==> src/rtl/lcd_bus_receiver.sv <==
// -----------------------------------------------------------------------------
// lcd_bus_receiver
//
// Responder end of the character-LCD write bus. Bus transfers are accepted on
// the falling edge of lcd_e (after synchronisation). The receiver decodes the
// HD44780-style command subset and mirrors data writes into a 32-byte display
// buffer (2 lines x 16). It is used for debug readback and as a checking model.
//
// Ports:
//   clk          system clock, rising edge
//   rst          synchronous active-high reset
//   lcd_e        bus enable; transfer accepted on its falling edge
//   lcd_rs       0 = command, 1 = data
//   lcd_rw       0 = write, 1 = read (reads are flagged, not served)
//   lcd_data     command or character byte
//   rd_addr      buffer read index (0-15 line 1, 16-31 line 2)
//   rd_data      registered buffer byte at rd_addr, 1-cycle latency
//   cursor       current write index
//   display_on   display enable state
//   busy         high while a clear fill is in progress
//   wr_strobe    one-cycle pulse per accepted data write
//   err_overrun  sticky: transfer arrived while busy
//   err_read     sticky: transfer arrived with lcd_rw = 1
// -----------------------------------------------------------------------------
module lcd_bus_receiver #(
  parameter int          SYNC_STAGES = 2,
  parameter logic [7:0]  FILL_CHAR   = 8'h20
) (
  input  logic       clk,
  input  logic       rst,
  input  logic       lcd_e,
  input  logic       lcd_rs,
  input  logic       lcd_rw,
  input  logic [7:0] lcd_data,
  input  logic [4:0] rd_addr,
  output logic [7:0] rd_data,
  output logic [4:0] cursor,
  output logic       display_on,
  output logic       busy,
  output logic       wr_strobe,
  output logic       err_overrun,
  output logic       err_read
);

  typedef enum logic [1:0] {
    RESET_FILL,
    IDLE,
    FILL
  } state_t;

  // Bus word layout inside the synchroniser: {e, rs, rw, data[7:0]}
  logic [10:0] sync_reg [SYNC_STAGES];
  logic [10:0] sync_last;
  logic        e_last_d_reg;
  logic        detect;

  logic        xfer_valid_reg;
  logic        xfer_rs_reg;
  logic        xfer_rw_reg;
  logic [7:0]  xfer_data_reg;

  state_t      state_reg;
  logic [4:0]  fill_idx_reg;
  logic        entry_inc_reg;

  logic [7:0]  buffer_mem [32];
  logic        mem_we;
  logic [4:0]  mem_waddr;
  logic [7:0]  mem_wdata;

  // ---------------------------------------------------------------------------
  // Input synchroniser: all four bus signals move through the chain together so
  // rs/rw/data at the chain output belong to the same sample as e.
  // ---------------------------------------------------------------------------
  always_ff @(posedge clk) begin
    if (rst) begin
      for (int i = 0; i < SYNC_STAGES; i++) begin
        sync_reg[i] <= '0;
      end
      e_last_d_reg <= 1'b0;
    end else begin
      sync_reg[0] <= {lcd_e, lcd_rs, lcd_rw, lcd_data};
      for (int i = 1; i < SYNC_STAGES; i++) begin
        sync_reg[i] <= sync_reg[i-1];
      end
      e_last_d_reg <= sync_reg[SYNC_STAGES-1][10];
    end
  end

  assign sync_last = sync_reg[SYNC_STAGES-1];

  // Falling edge of the synchronised enable: output now low, previously high.
  assign detect = !sync_last[10] && e_last_d_reg;

  // Capture the detected transfer; it executes on the following edge.
  always_ff @(posedge clk) begin
    if (rst) begin
      xfer_valid_reg <= 1'b0;
      xfer_rs_reg    <= 1'b0;
      xfer_rw_reg    <= 1'b0;
      xfer_data_reg  <= 8'h00;
    end else begin
      xfer_valid_reg <= detect;
      if (detect) begin
        xfer_rs_reg   <= sync_last[9];
        xfer_rw_reg   <= sync_last[8];
        xfer_data_reg <= sync_last[7:0];
      end
    end
  end

  // ---------------------------------------------------------------------------
  // Control FSM: fill sequencing, command decode, cursor and flags.
  // ---------------------------------------------------------------------------
  always_ff @(posedge clk) begin
    if (rst) begin
      state_reg     <= RESET_FILL;
      fill_idx_reg  <= 5'd0;
      cursor        <= 5'd0;
      display_on    <= 1'b0;
      entry_inc_reg <= 1'b1;
      busy          <= 1'b1;
      wr_strobe     <= 1'b0;
      err_overrun   <= 1'b0;
      err_read      <= 1'b0;
    end else begin
      wr_strobe <= 1'b0;
      case (state_reg)
        RESET_FILL, FILL: begin
          fill_idx_reg <= fill_idx_reg + 5'd1;
          if (fill_idx_reg == 5'd31) begin
            state_reg <= IDLE;
            busy      <= 1'b0;
          end
          // Anything arriving mid-fill is dropped
          if (xfer_valid_reg) begin
            err_overrun <= 1'b1;
          end
        end

        IDLE: begin
          if (xfer_valid_reg) begin
            if (xfer_rw_reg) begin
              err_read <= 1'b1;
            end else if (xfer_rs_reg) begin
              wr_strobe <= 1'b1;
              cursor    <= entry_inc_reg ? cursor + 5'd1 : cursor - 5'd1;
            end else if (xfer_data_reg[7]) begin
              // Set address: line 1 at 0x00-0x0F, line 2 at 0x40-0x4F
              if (xfer_data_reg[6:4] == 3'b000) begin
                cursor <= {1'b0, xfer_data_reg[3:0]};
              end else if (xfer_data_reg[6:4] == 3'b100) begin
                cursor <= {1'b1, xfer_data_reg[3:0]};
              end
            end else if (xfer_data_reg[6:5] != 2'b00) begin
              // Function set: accepted, nothing to track
            end else if (xfer_data_reg[4]) begin
              // Shift: not mirrored
            end else if (xfer_data_reg[3]) begin
              display_on <= xfer_data_reg[2];
            end else if (xfer_data_reg[2]) begin
              entry_inc_reg <= xfer_data_reg[1];
            end else if (xfer_data_reg[1]) begin
              cursor <= 5'd0;
            end else if (xfer_data_reg[0]) begin
              cursor        <= 5'd0;
              entry_inc_reg <= 1'b1;
              fill_idx_reg  <= 5'd0;
              busy          <= 1'b1;
              state_reg     <= FILL;
            end
          end
        end

        default: begin
          state_reg    <= RESET_FILL;
          fill_idx_reg <= 5'd0;
          busy         <= 1'b1;
        end
      endcase
    end
  end

  // ---------------------------------------------------------------------------
  // Buffer: single write port shared between the fill sequencer and data
  // writes; the fill owns the port whenever the FSM is not idle.
  // ---------------------------------------------------------------------------
  always_comb begin
    mem_we    = 1'b0;
    mem_waddr = cursor;
    mem_wdata = xfer_data_reg;
    if (!rst) begin
      if (state_reg != IDLE) begin
        mem_we    = 1'b1;
        mem_waddr = fill_idx_reg;
        mem_wdata = FILL_CHAR;
      end else if (xfer_valid_reg && !xfer_rw_reg && xfer_rs_reg) begin
        mem_we = 1'b1;
      end
    end
  end

  // Buffer storage has no reset so it maps onto block RAM.
  always_ff @(posedge clk) begin
    if (mem_we) begin
      buffer_mem[mem_waddr] <= mem_wdata;
    end
  end

  // Registered read; a same-cycle write to rd_addr returns the old byte.
  always_ff @(posedge clk) begin
    if (rst) begin
      rd_data <= 8'h00;
    end else begin
      rd_data <= buffer_mem[rd_addr];
    end
  end

endmodule

==> config.mk <==
export PLATFORM = sky130hd
export DESIGN_NAME = lcd_bus_receiver
export DESIGN_NICKNAME = d
export VERILOG_FILES = /design/src/rtl/lcd_bus_receiver.sv
export SDC_FILE = /design/constraint.sdc
export NUM_CORES = 1
export LEC_CHECK = 0
export BUFFER_PORTS_ARGS = -buffer_cell sky130_fd_sc_hd__buf_2
export CAP_MARGIN = 30
export CORE_MARGIN = 1
export CORE_UTILIZATION = 65
export DETAILED_ROUTE_END_ITERATION = 8
export GPL_TIMING_DRIVEN = 0
export MAX_ROUTING_LAYER = met4
export PLACE_DENSITY = 0.84
export SLEW_MARGIN = 5
export SYNTH_ARGS = -nofsm -noshare
export SYNTH_HDL_FRONTEND = slang
export SYNTH_SLANG_ARGS = --single-unit
==> constraint.sdc <==
create_clock -name clk -period 8 [get_ports clk]
set_clock_uncertainty 0.15 [all_clocks]
set_input_delay 2.4 -clock clk [delete_from_list [all_inputs] [get_ports clk]]
set_output_delay 2.4 -clock clk [all_outputs]
set_load 0.05 [all_outputs]
==> results.sh <==
export IMPL_p_leak_nw=4.74
export IMPL_grt_max_degree=33
export IMPL_syn_instance_count=677
export IMPL_ant_nets=0
export IMPL_vdd_ir_drop_max_mv=0.218
export IMPL_antenna_cells=0
export IMPL_htreeDepth=1
export IMPL_tns_ns=0
export IMPL_dr_pass1_iters=5
export IMPL_cts_hold_buf=0
export IMPL_path_delay_family="compound AO/OA/AOI/OAI gates"
export IMPL_dieHeight_um=139
export IMPL_syn_num_nets=701
export IMPL_grt_pass1_vias=6565
export IMPL_final_layout_size_suffix_gt1_share_pct=24.3
export IMPL_synthFlopType="edfxtp_1"
export IMPL_synth_area_leaders="edfxtp_1 63%, mux4_2 12%, dfxtp_1 9.8%"
export IMPL_dpl_worst_slack_ns=3.08
export IMPL_arrival_ns=4.46
export IMPL_wire_per_inst_um=25.7
export IMPL_min_period_over_period_pct=55.2
export IMPL_viasPerCell=6.58
export IMPL_dieArea_um2=19400
export IMPL_crit_type="in -> reg"
export IMPL_globalplace_congestion=0.921
export IMPL_fmax_ghz=0.227
export IMPL_yosysSeqAreaShare_pct=72.5
export IMPL_tritoncts="built"
export IMPL_multi_input_area_um2=3160
export IMPL_cp_num_buf_inv=2
export IMPL_numClockSinks=316
export IMPL_fill_cells=976
export IMPL_netlist_area_leader_share_pct=62.7
export IMPL_start_kind="primary input"
export IMPL_final_nets=774
export IMPL_dp_hpwl_mm=16.4
export IMPL_vias=6603
export IMPL_maxSlewHeadroom_pct=32.1
export IMPL_min_path_type="reg -> reg"
export IMPL_hold_violations=0
export IMPL_antenna_found_initial=0
export IMPL_fin_crit_ns=4.41
export IMPL_yosysWarnings=0
export IMPL_avgSynthCellArea_um2=18.1
export IMPL_cp_cell_sequence="buf_2, clkbuf_1, nor4b_1, o21ai_1, nor2_1"
export IMPL_layout_setup_ws_ns=3.59
export IMPL_grt_overflow_total=0
export IMPL_ys_seq_elements=316
export IMPL_drt_iter0_markers=579
export IMPL_critPathCaptureType="flip-flop"
export IMPL_cts_made_buffers=30
export IMPL_yosys_cell_count_top_type="edfxtp_1"
export IMPL_totalWireLength_mm=25.8
export IMPL_die_x_um=139
export IMPL_portBuffers=33
export IMPL_post_cts_setup_buffers=0
export IMPL_synthArstFlopShare_pct=0
export IMPL_largest_reg_flops=256
export IMPL_rsz0062_at_grt="false"
export IMPL_ys_types=50
export IMPL_slew_viol_final=0
export IMPL_synth_edf_count=256
export IMPL_globalRouteTotalUtil_pct=28.2
export IMPL_tightest_slew_ns=1.01
export IMPL_cts_clk_slew_worst_paths_ns=0.06
export IMPL_drv_cap=0
export IMPL_drc=0
export IMPL_seq_area_um2=8890
export IMPL_num_rows=49
export IMPL_path_max_fanout=10
export IMPL_ctsLongestPathBuffers=3
export IMPL_yosys_area_top_type="edfxtp_1"
export IMPL_ios=36
export IMPL_synthTopCellsByCount="256 x edfxtp_1, 68 x mux4_2, 60 x dfxtp_1"
export IMPL_setup_viol=0
export IMPL_cp_data_required_time_ns=8.05
export IMPL_root_buffer="clkbuf_16"
export IMPL_slowest_delay_ns=0.82
export IMPL_start_util_pct=67.3
export IMPL_power_density_nw_per_um2=237
export IMPL_ctsResizeCount=0
export IMPL_grt_pass1_wl_mm=38.8
export IMPL_cp_slowest_cell="o21ai_1"
export IMPL_clk_insertion_delay_late_ns=0.55
export IMPL_synth_area_um2=12300
export IMPL_area_delta_synth_final_pct=12.6
export IMPL_core_um2=18200
export IMPL_outcome="finished clean"
[routing by layer]
layer	part of all wire (%)	wire length, um	vias up	GRT usage [%]
li1	-	-	2838	-
met5	0	0	-	-
met4	2.8	731	0	9.12
met2	51	13100	347	46.7
met1	39	9990	3351	36.6
met3	7.7	1990	67	3.89
[final cells by class]
cell class / count / share of cell area, %
Sequential cell: 316 / 64.4
Multi-Input combinational cell: 321 / 22.9
Clock buffer: 38 / 5.97
Timing Repair Buffer: 41 / 2.19
Tap cell: 229 / 2.08
Buffer: 33 / 1.42
Clock inverter: 18 / 0.825
Inverter: 7 / 0.190
[worst reg2reg max path, stage by stage (launching register included)]
cell     delay, ns
dfxtp_1       0.29
buf_4         0.15
nor2b_1       0.13
buf_4         0.18
nor2_8        0.17
buf_2         0.30
nor3_1        0.07
o21ai_1       0.79
nor2_1        0.47
[worst paths after layout]
check | from | slack (ns) | cells after the start | to
setup / recovery | rst | 3.59 | 5 | buffer_mem[10][6]$_DFFE_PP_
hold / removal | sync_reg[0][15]$_SDFF_PP0_ | 0.29 | 2 | xfer_data_reg[4]$_SDFFE_PP0P_
setup reg to reg | state_reg[0]$_SDFFE_PP0P_ | 4.93 | 8 | buffer_mem[11][7]$_DFFE_PP_
hold reg to reg | sync_reg[0][15]$_SDFF_PP0_ | 0.29 | 2 | xfer_data_reg[4]$_SDFFE_PP0P_
[cell usage in the layout, fill, tap and decap left out, types with 6 or more instances in the layout]
cell type    n
edfxtp_1   256
mux4_2      68
dfxtp_1     60
nor2_1      48
buf_2       40
nor2b_1     35
clkbuf_16   31
a21oi_1     28
nand2_1     27
clkbuf_1    14
mux2i_1     12
clkinv_2     9
buf_4        8
o22ai_1      8
inv_1        8
nand3_1      7
a2111oi_0    7
nor3_1       6
[power by group]
part           internal (W)  total (W)  switching, W
registers           0.00177    0.00178    0.00000630
clock network      0.000758    0.00135      0.000590
logic             0.0000606   0.000147     0.0000859
[metrics by stage]
stage / hold slack [ns] / power, W / util, % / std cells / instance area [um^2]
6_report: 0.286 / 0.00327 / 75.8 / 1003 / 13800
5_1_grt: 0.304 / 0.00335 / 75.8 / 1003 / 13800
4_1_cts: 0.286 / 0.00328 / 75.7 / 1002 / 13800
3_5_place_dp: 0.272 / 0.00196 / 70.6 / 946 / 12900
3_3_place_gp: 0.267 / 0.00195 / 69.8 / 939 / 12700
2_1_floorplan: 0.264 / 0.00191 / - / 677 / 12300
[logic make-up (layout without fill, tap and decap cells)]
logic type | after synthesis | in the layout | share of synthesized area [%]
AOI/OAI and AO/OA | 70 | 70 | 3.62
xor gates and xnor gates | 4 | 4 | 0.286
adders and majority gates | 6 | 6 | 0.674
buffers and inverters | 40 | 137 | 1.82
DFF | 316 | 316 | 72.5
muxes | 86 | 86 | 14.5
and+or+nand+nor | 155 | 155 | 6.54
(Power assumes the default switching activity.)
